==> config.mk <==
export PLATFORM = sky130hd
export DESIGN_NAME = trap_ctrl_flat
export DESIGN_NICKNAME = d
export VERILOG_FILES = /design/src/rtl/trap_ctrl_if.sv /design/src/rtl/trap_ctrl.sv /design/src/flat_wrapper.sv
export SDC_FILE = /design/constraint.sdc
export NUM_CORES = 1
export LEC_CHECK = 0
export BUFFER_PORTS_ARGS = -buffer_cell sky130_fd_sc_hd__buf_4
export CORE_UTILIZATION = 51
export CTS_BUF_LIST = sky130_fd_sc_hd__clkbuf_2 sky130_fd_sc_hd__clkbuf_4 sky130_fd_sc_hd__clkbuf_8
export DETAILED_ROUTE_END_ITERATION = 10
export PLACE_DENSITY_LB_ADDON = 0.12
export SETUP_SLACK_MARGIN = 0.3
export SKIP_LAST_GASP = 1
export SYNTH_ARGS = -nofsm -noshare
export SYNTH_HDL_FRONTEND = slang
export SYNTH_SLANG_ARGS = --single-unit
==> constraint.sdc <==
create_clock -name clk -period 6.5 [get_ports clk]
set_clock_uncertainty 0.2 [all_clocks]
set_input_delay 0.325 -clock clk [delete_from_list [all_inputs] [get_ports clk]]
set_output_delay 0.325 -clock clk [all_outputs]
set_load 0.01 [all_outputs]
==> src/rtl/trap_ctrl_if.sv <==
// ============================================================================
// Module   : trap_ctrl_if
// Purpose  : Commit-stage, CSR-port and redirect signals of the trap sequencer.
// Revision : 1.0
// ============================================================================
`default_nettype none

interface trap_ctrl_if #(
    parameter int XLEN = 32
);
    logic            trap_valid;
    logic            trap_ready;
    logic            exc_misaligned;
    logic            exc_illegal;
    logic            exc_ebreak;
    logic            exc_ecall;
    logic            mret;
    logic [XLEN-1:0] trap_pc;
    logic            irq_ext;
    logic [XLEN-1:0] irq_pc;
    logic            ent_trap;
    logic [XLEN-1:0] csr_wr_mepc_mepc;
    logic [XLEN-2:0] csr_wr_mcause_exception_code;
    logic            csr_wr_mcause_interrupt;
    logic [XLEN-3:0] csr_rd_mtvec_base;
    logic [1:0]      csr_rd_mtvec_mode;
    logic [XLEN-1:0] csr_rd_mepc_mepc;
    logic            flush;
    logic            redirect_valid;
    logic [XLEN-1:0] redirect_pc;
    logic            redirect_ready;
    logic            busy;

    modport slave (
        input  trap_valid, exc_misaligned, exc_illegal, exc_ebreak, exc_ecall,
               mret, trap_pc, irq_ext, irq_pc, csr_rd_mtvec_base,
               csr_rd_mtvec_mode, csr_rd_mepc_mepc, redirect_ready,
        output trap_ready, ent_trap, csr_wr_mepc_mepc,
               csr_wr_mcause_exception_code, csr_wr_mcause_interrupt,
               flush, redirect_valid, redirect_pc, busy
    );

    modport master (
        output trap_valid, exc_misaligned, exc_illegal, exc_ebreak, exc_ecall,
               mret, trap_pc, irq_ext, irq_pc, csr_rd_mtvec_base,
               csr_rd_mtvec_mode, csr_rd_mepc_mepc, redirect_ready,
        input  trap_ready, ent_trap, csr_wr_mepc_mepc,
               csr_wr_mcause_exception_code, csr_wr_mcause_interrupt,
               flush, redirect_valid, redirect_pc, busy
    );
endinterface

`default_nettype wire

==> src/rtl/trap_ctrl.sv <==
// ============================================================================
// Module   : trap_ctrl
// Purpose  : Trap sequencer: exception/interrupt entry, mret return, redirect.
// Revision : 1.0
// ============================================================================
`default_nettype none

module trap_ctrl #(
    parameter int XLEN = 32
) (
    input  logic        clk,
    input  logic        rst,
    trap_ctrl_if.slave  bus
);
    typedef enum logic [1:0] {
        IDLE  = 2'd0,
        ENTER = 2'd1,
        REDIR = 2'd2,
        RET   = 2'd3
    } state_t;

    localparam logic [XLEN-2:0] c_CAUSE_MISALIGNED = (XLEN-1)'(0);
    localparam logic [XLEN-2:0] c_CAUSE_ILLEGAL    = (XLEN-1)'(2);
    localparam logic [XLEN-2:0] c_CAUSE_EBREAK     = (XLEN-1)'(3);
    localparam logic [XLEN-2:0] c_CAUSE_M_ECALL    = (XLEN-1)'(11);
    localparam logic [XLEN-2:0] c_CAUSE_M_EXT_IRQ  = (XLEN-1)'(11);

    state_t          state_q, state_d;
    logic            irq_q, irq_d;
    logic [XLEN-2:0] code_q, code_d;
    logic            intr_q, intr_d;
    logic [XLEN-1:0] pc_q, pc_d;
    logic [XLEN-1:0] rpc_q, rpc_d;

    logic            w_exc_any;
    logic [XLEN-2:0] w_exc_code;
    logic            w_take;
    logic [XLEN-1:0] w_tvec;
    logic [XLEN-1:0] w_vec_target;
    logic            w_unused;

    assign w_exc_any = bus.trap_valid & (bus.exc_misaligned | bus.exc_illegal |
                                         bus.exc_ebreak | bus.exc_ecall);

    always_comb begin
        w_exc_code = c_CAUSE_M_ECALL;
        if (bus.exc_misaligned)   w_exc_code = c_CAUSE_MISALIGNED;
        else if (bus.exc_illegal) w_exc_code = c_CAUSE_ILLEGAL;
        else if (bus.exc_ebreak)  w_exc_code = c_CAUSE_EBREAK;
    end

    // Only interrupts vector; mode 2/3 fall back to direct.
    assign w_tvec       = {bus.csr_rd_mtvec_base, 2'b00};
    assign w_vec_target = (bus.csr_rd_mtvec_mode == 2'b01 && intr_q)
                        ? w_tvec + {code_q[XLEN-3:0], 2'b00}
                        : w_tvec;

    always_comb begin
        state_d = state_q;
        irq_d   = irq_q | bus.irq_ext;
        code_d  = code_q;
        intr_d  = intr_q;
        pc_d    = pc_q;
        rpc_d   = rpc_q;
        w_take  = 1'b0;
        case (state_q)
            IDLE: begin
                if (w_exc_any) begin
                    state_d = ENTER;
                    code_d  = w_exc_code;
                    intr_d  = 1'b0;
                    pc_d    = {bus.trap_pc[XLEN-1:2], 2'b00};
                    w_take  = 1'b1;
                end else if (bus.trap_valid && bus.mret) begin
                    state_d = RET;
                    rpc_d   = bus.csr_rd_mepc_mepc;
                    w_take  = 1'b1;
                end else if (!bus.trap_valid && irq_q) begin
                    state_d = ENTER;
                    code_d  = c_CAUSE_M_EXT_IRQ;
                    intr_d  = 1'b1;
                    pc_d    = {bus.irq_pc[XLEN-1:2], 2'b00};
                    irq_d   = 1'b0;
                    w_take  = 1'b1;
                end
            end
            ENTER: begin
                state_d = REDIR;
                rpc_d   = w_vec_target;
            end
            REDIR, RET: begin
                if (bus.redirect_ready) state_d = IDLE;
            end
            default: state_d = IDLE;
        endcase
    end

    always_ff @(posedge clk) begin
        if (rst) begin
            state_q <= IDLE;
            irq_q   <= 1'b0;
            code_q  <= '0;
            intr_q  <= 1'b0;
            pc_q    <= '0;
            rpc_q   <= '0;
        end else begin
            state_q <= state_d;
            irq_q   <= irq_d;
            code_q  <= code_d;
            intr_q  <= intr_d;
            pc_q    <= pc_d;
            rpc_q   <= rpc_d;
        end
    end

    assign bus.trap_ready     = (state_q == IDLE);
    assign bus.busy           = (state_q != IDLE);
    assign bus.flush          = bus.busy | w_take;
    assign bus.ent_trap       = (state_q == ENTER);
    assign bus.redirect_valid = (state_q == REDIR) || (state_q == RET);
    assign bus.redirect_pc    = bus.redirect_valid ? rpc_q : '0;

    assign bus.csr_wr_mepc_mepc             = bus.ent_trap ? pc_q : '0;
    assign bus.csr_wr_mcause_exception_code = bus.ent_trap ? code_q : '0;
    assign bus.csr_wr_mcause_interrupt      = bus.ent_trap & intr_q;

    // Low PC bits are always forced to zero on capture.
    assign w_unused = ^{bus.trap_pc[1:0], bus.irq_pc[1:0]};

endmodule

`default_nettype wire

==> src/flat_wrapper.sv <==
// flat-port wrapper written by rule: the top's interface ports become plain ports
module trap_ctrl_flat 
#(
    parameter int XLEN = 32
)
  (clk, rst, bus_trap_valid, bus_exc_misaligned, bus_exc_illegal, bus_exc_ebreak, bus_exc_ecall, bus_mret, bus_trap_pc, bus_irq_ext, bus_irq_pc, bus_csr_rd_mtvec_base, bus_csr_rd_mtvec_mode, bus_csr_rd_mepc_mepc, bus_redirect_ready, bus_trap_ready, bus_ent_trap, bus_csr_wr_mepc_mepc, bus_csr_wr_mcause_exception_code, bus_csr_wr_mcause_interrupt, bus_flush, bus_redirect_valid, bus_redirect_pc, bus_busy);
  trap_ctrl_if #(.XLEN(XLEN)) bus_i ();
  input  logic clk;
  input  logic rst;
  input wire logic [$bits(bus_i.trap_valid)-1:0] bus_trap_valid;
  input wire logic [$bits(bus_i.exc_misaligned)-1:0] bus_exc_misaligned;
  input wire logic [$bits(bus_i.exc_illegal)-1:0] bus_exc_illegal;
  input wire logic [$bits(bus_i.exc_ebreak)-1:0] bus_exc_ebreak;
  input wire logic [$bits(bus_i.exc_ecall)-1:0] bus_exc_ecall;
  input wire logic [$bits(bus_i.mret)-1:0] bus_mret;
  input wire logic [$bits(bus_i.trap_pc)-1:0] bus_trap_pc;
  input wire logic [$bits(bus_i.irq_ext)-1:0] bus_irq_ext;
  input wire logic [$bits(bus_i.irq_pc)-1:0] bus_irq_pc;
  input wire logic [$bits(bus_i.csr_rd_mtvec_base)-1:0] bus_csr_rd_mtvec_base;
  input wire logic [$bits(bus_i.csr_rd_mtvec_mode)-1:0] bus_csr_rd_mtvec_mode;
  input wire logic [$bits(bus_i.csr_rd_mepc_mepc)-1:0] bus_csr_rd_mepc_mepc;
  input wire logic [$bits(bus_i.redirect_ready)-1:0] bus_redirect_ready;
  output wire logic [$bits(bus_i.trap_ready)-1:0] bus_trap_ready;
  output wire logic [$bits(bus_i.ent_trap)-1:0] bus_ent_trap;
  output wire logic [$bits(bus_i.csr_wr_mepc_mepc)-1:0] bus_csr_wr_mepc_mepc;
  output wire logic [$bits(bus_i.csr_wr_mcause_exception_code)-1:0] bus_csr_wr_mcause_exception_code;
  output wire logic [$bits(bus_i.csr_wr_mcause_interrupt)-1:0] bus_csr_wr_mcause_interrupt;
  output wire logic [$bits(bus_i.flush)-1:0] bus_flush;
  output wire logic [$bits(bus_i.redirect_valid)-1:0] bus_redirect_valid;
  output wire logic [$bits(bus_i.redirect_pc)-1:0] bus_redirect_pc;
  output wire logic [$bits(bus_i.busy)-1:0] bus_busy;
  assign bus_i.trap_valid = bus_trap_valid;
  assign bus_i.exc_misaligned = bus_exc_misaligned;
  assign bus_i.exc_illegal = bus_exc_illegal;
  assign bus_i.exc_ebreak = bus_exc_ebreak;
  assign bus_i.exc_ecall = bus_exc_ecall;
  assign bus_i.mret = bus_mret;
  assign bus_i.trap_pc = bus_trap_pc;
  assign bus_i.irq_ext = bus_irq_ext;
  assign bus_i.irq_pc = bus_irq_pc;
  assign bus_i.csr_rd_mtvec_base = bus_csr_rd_mtvec_base;
  assign bus_i.csr_rd_mtvec_mode = bus_csr_rd_mtvec_mode;
  assign bus_i.csr_rd_mepc_mepc = bus_csr_rd_mepc_mepc;
  assign bus_i.redirect_ready = bus_redirect_ready;
  assign bus_trap_ready = bus_i.trap_ready;
  assign bus_ent_trap = bus_i.ent_trap;
  assign bus_csr_wr_mepc_mepc = bus_i.csr_wr_mepc_mepc;
  assign bus_csr_wr_mcause_exception_code = bus_i.csr_wr_mcause_exception_code;
  assign bus_csr_wr_mcause_interrupt = bus_i.csr_wr_mcause_interrupt;
  assign bus_flush = bus_i.flush;
  assign bus_redirect_valid = bus_i.redirect_valid;
  assign bus_redirect_pc = bus_i.redirect_pc;
  assign bus_busy = bus_i.busy;
  trap_ctrl #(.XLEN(XLEN)) u_core (.clk(clk), .rst(rst), .bus(bus_i));
endmodule
== Yosys cells after proc, flatten, opt, wreduce, memory -nomap -nowiden ==
Index checks and enable logic that the tools add are counted.

* Register bits: 99
* Input bits: 138
* Output and inout bits: 101
* Word-level logic and storage cells: 68

* $add $sub $neg: 1
* Eq/ne operators: 9
* Multiplexer cells: 32
* Bitwise gates (word level): 7
* Reduce and logical (&&, ||, !) cells: 13

{| class="wikitable"
|+ Operator list
! cell !! number
|-
| 2-to-1 mux 32 bit || 8
|-
| 2-to-1 mux 31 bit || 6
|-
| one-hot mux 32 bit (2 select lines) || 1
|-
| adder 32 bit || 1
|-
| 2-to-1 mux 1 bit || 11
|-
| 2-to-1 mux 2 bit || 4
|-
| one-hot mux 2 bit (3 select lines) || 1
|-
| AND reduction 3 bit || 2
|-
| nonzero test 2 bit || 3
|-
| bitwise OR 1 bit || 5
|-
| == test 2 x 1 -> 1 bit (second input constant) || 2
|-
| == test 2 bit (second input constant) || 2
|-
| 2-to-1 mux 4 bit || 1
|-
| != test 2 x 1 -> 1 bit (second input constant) || 2
|-
| != test 2 bit (second input constant) || 2
|-
| != test 4 x 1 -> 1 bit (second input constant) || 1
|-
| logical AND 1 bit || 3
|-
| bitwise AND 1 bit || 2
|-
| logical NOT 2 bit || 1
|-
| AND reduction 2 bit || 1
|-
| OR reduction 2 bit || 1
|-
| logical NOT 1 bit || 1
|-
| logical OR 1 bit || 1
|}

== Depth between registers and ports, before layout ==
Gate-level depths: netlist of the first run.

* Depth after elaboration: 7
* Depth in mapped cells: 7
* Mapped depth without buffers: 7

== Worst setup path after synthesis of the first run ==
Ideal clock, no wire load.

* Kind: register -> register
* Start: register u_core.code_q[0]
* End: register u_core.rpc_q[28]
* Setup time: 0.074 ns
* Arrival time: 1.854 ns
* Data required time: 6.226 ns
* Setup slack: 4.372 ns
* Cell stages (with the launch flop): 8
* Buffers on the path: 0
* Clock period less this slack: 2.128 ns
* Path through: dfxtp_1 > ha_1 > fa_1 > a31oi_1 > nor4_4 > nand3_2 > or3_1 > a31oi_1

* Longest elaborated chain between the ends: 3

{| class="wikitable"
|+ Ends and longest elaborated chain
! element !! RTL line !! text
|-
| start, declared || trap_ctrl.sv:30 || <nowiki>logic [XLEN-2:0] code_q, code_d;</nowiki>
|-
| start signal, assigned || trap_ctrl.sv:109 || <nowiki>code_q <= code_d;</nowiki>
|-
| adder 32 bit || trap_ctrl.sv:55 || <nowiki>? w_tvec + {code_q[XLEN-3:0], 2'b00}</nowiki>
|-
| 2-to-1 mux 32 bit || trap_ctrl.sv:55 ||
|-
| one-hot mux 32 bit (2 select lines) || trap_ctrl.sv:66 || <nowiki>case (state_q)</nowiki>
|-
| end signal, assigned || trap_ctrl.sv:112 || <nowiki>rpc_q <= rpc_d;</nowiki>
|-
| end, declared || trap_ctrl.sv:33 || <nowiki>logic [XLEN-1:0] rpc_q, rpc_d;</nowiki>
|}

Every way passes these cells.
A chain may end at the register's enable or synchronous reset.

== Final worst setup path of the first run ==
* Start: register u_core.state_q[1]
* End: output port bus_csr_wr_mepc_mepc[9]

* Longest elaborated chain between the ends: 2

{| class="wikitable"
|+ Ends and longest elaborated chain
! element !! RTL line !! text
|-
| start, declared || trap_ctrl.sv:28 || <nowiki>state_t state_q, state_d;</nowiki>
|-
| start signal, assigned || trap_ctrl.sv:107 || <nowiki>state_q <= state_d;</nowiki>
|-
| == test 2 x 1 -> 1 bit || trap_ctrl.sv:119 || <nowiki>assign bus.ent_trap = (state_q == ENTER);</nowiki>
|-
| 2-to-1 mux 32 bit || trap_ctrl.sv:123 || <nowiki>assign bus.csr_wr_mepc_mepc = bus.ent_trap ? pc_q : '0;</nowiki>
|-
| end, declared || flat_wrapper.sv:25 || <nowiki>output wire logic [$bits(bus_i.csr_wr_mepc_mepc)-1:0] bus_csr_wr_mepc_mepc;</nowiki>
|}

Every way passes these cells.

==> impl_results.md, run 1 <==
- Status: finished, final reports clean
- Final min period: roughly 4.2 ns
- Gr ovfl total: 0
- RSZ-0062 raised after global routing: false
- Top FF cell, synth: dfxtp_1
- Total of max-cap violations: 0
- P_leak: roughly 0.0027 µW
- GPL Wtd Cong: between 0.8 and 0.9
- Critical path class: register to output pin
- Buf/Inv on CP: 3
- Tcrit/Tclk final: between 60% and 70%
- Area delta synth->final: 35.31%
- Mapped cell area: 4476 µm²
- Port bufs: 204
- Antenna Cells: 0
- CTS tree: yes
- DP Worst Slack: 2.662 ns
- Cts bufs inserted: 9
- DP HPWL: 9.609 mm
- Core ar.: 8341 µm²
- Initial antenna violation count: 0
- Top cell type's share of synthesized area: roughly 30%
- Relative slew slack: approximately 26%
- First-pass GRT wire length: approximately 20 mm
- Final nets: slightly below 900
- Setup_tns: 0 ns
- DRT Pass-1 Iters: 5
- Final ANT Viol Nets: 0
- Avg Inst Size Synth: roughly 7.7 µm²
- Final WS setup: about 2.3 ns
- Most frequent CP cell: buf_4
- Slowest stage cell, crit path: dfxtp_1
- Number of synthesized register bits: 69
- CP Max Fanout: 40
- Area leader, netlist: dfxtp_1
- Total power: between 1000 and 1500 µW
- Total Routed Length: around 13 mm
- Starting DRT DRC Count: around 290
- WP data required: about 6.0 ns
- Clock Latency Late Sink: between 0.3 and 0.4 ns
- VDD IR max: between 0.1 and 0.15 mV
- Wire per inst: 15.13 µm
- Most frequent cells after synthesis: 69 x and2_1, 69 x dfxtp_1, 66 x nand2_1, 55 x nor2_1, 41 x a311oi_1
- Slew Viols, Final: 0
- Die span in y: 95.68 µm
- Io pins: about 240
- Residual DRC count: 0
- Post-synth ARST share: 0%
- Layout cells sized above 1: 30.47%
- Post-synth EDFFs: 0
- Detailed-route via count: approximately 4,700
- P per Cell Area: 209.0 nW/µm²
- Worst-path clk slew: around 0.080 ns
- Cts repair resizes: 0
- Final setup viols: 0
- Sequential cell area: 1381 µm²
- Top delay family on crit path: buffers and inverters
- CTS Sinks: 69
- # rows: 33
- Clk buf depth: 2
- Sequential area share after synthesis: 30.86%
- Number of library cell types mapped by synthesis: 53
- Via/cell ratio: ~5.5
- Starting Density: a little over half
- Largest net degree at the start of global routing: 65
- Hold crit path type: primary input to register
- Total GRT Usage: between 20 and 30%
- Crit. End Element: output pin
- H-tree depth: 3
- Critical Path Max Stage Delay: roughly 1.0 ns
- Critical Path AT: 3.66 ns
- Final hold vios: 0
- Syn. warnings: 0
- Die area: a little over 9000 µm²
- Area of the multi-input gates: between 2000 and 3000 µm²
- Critical Path, Cell by Cell: nand2b_1 > clkinv_1 > buf_4 > and2_1 > buf_4
- Least-Margin Pin Slew: between 1 and 1.5 ns
- Worst setup SP type: register
- Fillers: about 670
- Vias in the first global route: approximately 4,200
- Area contributors post-synth: dfxtp_1 31%, and2_1 9.6%, a311oi_1 8.0%, buf_4 5.5%, nand2_1 5.5%
- F_max: approximately 240 MHz
- Die X: 95.68 µm
- CTS root buffer: clkbuf_8
- Gate Count Post-Synth: ~580
==> cell usage in the layout, fill, tap and decap left out, types with 4 or more instances in the layout <==
| cell | n |
|---|---|
| o22a_1 | 5 |
| nand2b_1 | 4 |
| and3_1 | 7 |
| nand2_1 | 66 |
| buf_4 | 206 |
| dfxtp_1 | 69 |
| a211oi_1 | 5 |
| nor2_1 | 55 |
| o21ai_0 | 4 |
| a311oi_1 | 41 |
| a22oi_1 | 7 |
| and2_1 | 69 |
| o22ai_1 | 4 |
| o21ai_1 | 8 |
| o221ai_1 | 7 |
| nand3_1 | 39 |
| mux2_1 | 6 |
| nor4_1 | 5 |
| nand4_1 | 12 |
| clkbuf_8 | 10 |
| nor3_1 | 6 |
| xnor2_1 | 7 |
| xor2_1 | 18 |
| a21oi_1 | 23 |
| inv_1 | 7 |
| conb_1 | 30 |
==> routing by layer <==
| layer | wire length (µm) | part of all wire [%] | track usage (%) |
|---|---|---|---|
| met5 | 0 | 0 | 0 |
| met4 | 102 | 0.78 | 7.214 |
| met3 | 1133 | 8.7 | 6.459 |
| met2 | 6577 | 50 | 49.52 |
| met1 | 5243 | 40 | 33.56 |
==> stage by stage <==
stage / utilization (%) / std cells / hold WS (ns) / cell area (µm²)
2_1_floorplan: - / 610 / 0.2273 / 4584
3_3_place_gp: 70.10 / 846 / 0.2654 / 5847
3_5_place_dp: 70.10 / 846 / 0.2707 / 5847
4_1_cts: 72.61 / 863 / 0.01583 / 6056
5_1_grt: 72.61 / 863 / 0.005830 / 6056
6_report: 72.61 / 863 / 0.03329 / 6056
==> repair_timing <==
item | CTS | global route
hold endpoints to repair | 1 | 0
buffers inserted | 0 | 0
hold buffers | 1 | 0
==> worst register-to-register path, stage by stage, from the launching register on <==
cell	delay (ns)
dfxtp_1	1.04
nand2b_1	0.61
clkinv_1	0.81
buf_4	0.51
and3_1	0.20
a311oi_1	0.24
==> worst paths after layout <==
path,from,end,slack [ns],cells after the start
worst min-delay path,bus_csr_rd_mepc_mepc[1],u_core.rpc_q[1]$_SDFFE_PP0P_,0.03,3
worst min register to register,u_core.rpc_q[2]$_SDFFE_PP0P_,u_core.rpc_q[2]$_SDFFE_PP0P_,0.28,2
worst max register to register,u_core.state_q[1]$_SDFFE_PP0P_,u_core.rpc_q[3]$_SDFFE_PP0P_,2.81,5
worst max-delay path,u_core.state_q[1]$_SDFFE_PP0P_,bus_csr_wr_mepc_mepc[9],2.31,5
==> where the power goes <==
part	internal, µW	switching (µW)
clock	187	173
sequential	485	42.1
combinational	178	201
total	850	415
==> sequential cells by signal (all words and copies together), names as in the netlist <==
name,cells
u_core.rpc_q,32
u_core.pc_q,30
u_core.code_q,3
u_core.state_q,2
u_core.intr_q,1
u_core.irq_q,1
==> final cells by class <==
cell class | count | area share (%)
Multi-Input combinational cell | 457 | 45.48
Inverter | 9 | 0.5579
Timing Repair Buffer | 207 | 25.70
Clock buffer | 10 | 2.273
Clock inverter | 6 | 1.012
Tap cell | 105 | 2.169
Sequential cell | 69 | 22.81
==> logic make-up (layout without fill, tap and decap cells) <==
| family | after synthesis | count (layout) | share of synthesized area [%] |
|---|---|---|---|
| flops | 69 | 69 | 30.86 |
| compound gates | 113 | 113 | 18.87 |
| fa+ha+maj | 4 | 4 | 1.286 |
| mux | 7 | 7 | 1.733 |
| other cells | 1 | 30 | 0.08379 |
| buf+inv | 84 | 232 | 10.04 |
| simple gates | 278 | 278 | 32.23 |
| xor+xnor | 25 | 25 | 4.892 |
Power figures use the tool's default switching activity.
==> inputs of run 2 (changes only) <==
--- a/config.mk
+++ b/config.mk
@@ -6,7 +6,7 @@
 export NUM_CORES = 1
 export LEC_CHECK = 0
 export BUFFER_PORTS_ARGS = -buffer_cell sky130_fd_sc_hd__buf_4
-export CORE_UTILIZATION = 51
+export CORE_UTILIZATION = 42
 export CTS_BUF_LIST = sky130_fd_sc_hd__clkbuf_2 sky130_fd_sc_hd__clkbuf_4 sky130_fd_sc_hd__clkbuf_8
 export DETAILED_ROUTE_END_ITERATION = 10
 export PLACE_DENSITY_LB_ADDON = 0.12
==> constraint.sdc (replaced) <==
create_clock -name clk -period 3.8 [get_ports clk]
set_clock_uncertainty 0.2 [all_clocks]
set_input_delay 0.19 -clock clk [delete_from_list [all_inputs] [get_ports clk]]
set_output_delay 0.19 -clock clk [all_outputs]
set_load 0.01 [all_outputs]
==> run 2 against run 1 <==
Non-clock buffer count increased by 105. Critical path depth grew 3. Die area is 21% higher. Sequential power increased by 69%. Global-route usage is 0.66 points lower.
==> impl_results.md, run 2 (synthesis results as in run 1) <==
- Fillers: 814 (+21%)
- Reg-to-reg startpoint: u_core.state_q[0]$_SDFFE_PP0P_
- P_leak: 0.003256 µW (+19%)
- Total of max-cap violations: 0 (unchanged)
- Port bufs: 204 (unchanged)
- Critical path class: primary input to register
- Tcrit/Tclk final: ~87%
- Starting DRT DRC Count: 212 (-26%)
- Worst-path clk slew: 0.08 ns (about the same)
- Io pins: 239 (unchanged)
- WP data required: 3.88 ns (-2.09 ns)
- Wire per inst: 15.42 µm (+1.9%)
- Clk buf depth: 2 (unchanged)
- Finished Core Util: 69.31% (-3.3 points)
- Total Routed Length: 15.40 mm (+18%)
- Largest registers: u_core.rpc_q (32), u_core.pc_q (30), u_core.code_q (3)
- CTS root buffer: clkbuf_8
- Die area: 11,070 µm² (+21%)
- Die span in y: 105.2 µm (+10%)
- Residual DRC count: 0 (unchanged)
- Final hold vios: 0 (unchanged)
- Final instance area: 7156 µm² (+18%)
- Worst setup SP type: primary input
- Layout cells sized above 1: 27.23% (-3.2 points)
- Final ANT Viol Nets: 0 (unchanged)
- Final setup viols: 0 (unchanged)
- Setup_tns: 0 ns (unchanged)
- Largest reg by FF count: u_core.rpc_q
- DP HPWL: 9.635 mm (+0.27%)
- Relative slew slack: 49.74% (+24 points)
- Clock Latency Late Sink: 0.35 ns (about the same)
- Initial antenna violation count: 0 (unchanged)
- Slowest stage cell, crit path: dlygate4sd3_1
- Most frequent cells in the layout: 209 x buf_4, 103 x dlygate4sd3_1, 69 x and2_1, 69 x dfxtp_1, 65 x nand2_1
- Die X: 105.2 µm (+10%)
- Sequential cell area: 1381 µm² (unchanged)
- GPL Wtd Cong: 0.8016 (-7.9%)
- Hold crit path type: primary input to register
- Worst setup path start: bus_exc_illegal
- Final min period: between 3 and 4 ns
- # rows: 37 (+12%)
- Fin cells: 999 (+16%)
- Crit. End Element: register
- Core ar.: 10,320 µm² (+24%)
- Area delta synth->final: 59.88%
- H-tree depth: 3 (unchanged)
- Area of the multi-input gates: 2756 µm² (about the same)
- Detailed-route via count: 5,242 (+11%)
- First-pass GRT wire length: 24.05 mm (+21%)
- CTS tree: yes
- Least-Margin Pin Slew: 0.7489 ns (-0.3637 ns)
- P per Cell Area: 332.5 nW/µm² (+59%)
- Post-DP Area: 5908 µm² (+1.0%)
- Hold Slack: 0.02320 ns (-0.01009 ns)
- Vias in the first global route: 5,094 (+21%)
- Gr ovfl total: 0 (unchanged)
- Top delay family on crit path: buffers and inverters
- Inst Count DP: 880 (+4.0%)
- CTS Sinks: 69 (unchanged)
- CP Max Fanout: 33 (-18%)
- Largest net degree at the start of global routing: 65 (unchanged)
- DRT Pass-1 Iters: 4 (-1)
- VDD IR max: 0.2190 mV (+87%)
- Cts bufs inserted: 9 (unchanged)
- Status: finished, final reports clean
- Critical Path AT: 3.38 ns (-0.28 ns)
- Buf/Inv on CP: 4 (+1)
- Total GRT Usage: 27.20% (-0.66 points)
- Slew Viols, Final: 0 (unchanged)
- Commonest non-fill, non-tap cell in the layout: buf_4
- Max FFs per register: 32 (unchanged)
- Antenna Cells: 0 (unchanged)
- Critical Path, Cell by Cell: dlygate4sd3_1 > buf_4 > or4_1 > buf_4 > nand2_2 > nand2_1 > a311oi_1 > dlygate4sd3_1
- Final nets: 1,000 (+12%)
- Critical Path Max Stage Delay: 0.62 ns (-0.42 ns)
- RSZ-0062 raised after global routing: false
- Starting Density: 43.35% (-10 points)
- F_max: between 300 and 400 MHz
- Hold path start: bus_csr_rd_mtvec_base[10]
- Via/cell ratio: 5.247 (-4.0%)
[run 2: changes by cell type in the layout (fill, tap and decap cells not counted)]
cell           previous run  this run
nand2_1                  66        65
clkinvlp_4                1         2
bufinv_16                 1         2
nand2_2                   0         1
buf_4                   206       209
dlygate4sd3_1             1       103
clkbuf_8                 10         9
inv_6                     1         0
[run 2: cell type report]
| type | count | share of cell area (%) |
|---|---|---|
| clock buffer | 9 | 1.731 |
| tap | 136 | 2.378 |
| multi-input combinational | 457 | 38.52 |
| inverter | 9 | 0.4721 |
| timing repair buffer | 312 | 36.33 |
| clock inverter | 7 | 1.259 |
| sequential | 69 | 19.30 |
[run 2: what timing repair did]
action / in CTS / in global routing
resized for setup: 0 / 1
hold buffers: 103 / 0
hold endpoints to repair: 63 / 0
setup endpoints to repair: 0 / 28
setup buffers: 0 / 0
[run 2: routing by layer]
layer  track usage, %  routed length [µm]  part of all wire [%]
met5                0                   0                     0
met4            9.960                 200                   1.3
met2            48.31                7816                    51
met1            31.86                6360                    41
met3            6.061                1022                   6.6
[run 2: stage by stage]
step / setup slack [ns] / power (µW)
after global routing: 0.4150 / 2504
after CTS: 0.4075 / 2376
after global placement: 1.194 / 1550
after floorplan: 1.672 / 1308
after detailed placement: 1.117 / 1572
final: 0.5032 / 2379
[run 2: power by group]
| part | switching [µW] | leakage [µW] | internal, µW |
|---|---|---|---|
| sequential | 59.0 | 0.000570 | 830 |
| combinational | 398 | 0.00258 | 425 |
| clock | 300 | 0.000105 | 366 |
| total | 758 | 0.00326 | 1620 |
[run 2: worst paths after layout]
| path | to | slack, ns | cells after the start |
|---|---|---|---|
| worst max register to register | u_core.pc_q[13]$_SDFFE_PP0P_ | 0.95 | 6 |
| worst max-delay path | u_core.pc_q[13]$_SDFFE_PP0P_ | 0.50 | 8 |
| worst min register to register | u_core.rpc_q[7]$_SDFFE_PP0P_ | 0.29 | 2 |
| worst min-delay path | u_core.rpc_q[12]$_SDFFE_PP0P_ | 0.02 | 3 |
[run 2: worst register-to-register path, cell delays in order, from the launching register on]
cell and delay, ns:
dfxtp_1 0.44, or2_1 0.33, a211oi_4 0.16, buf_4 0.54, nor2_1 0.13, a311oi_1 0.36
dlygate4sd3_1 0.62
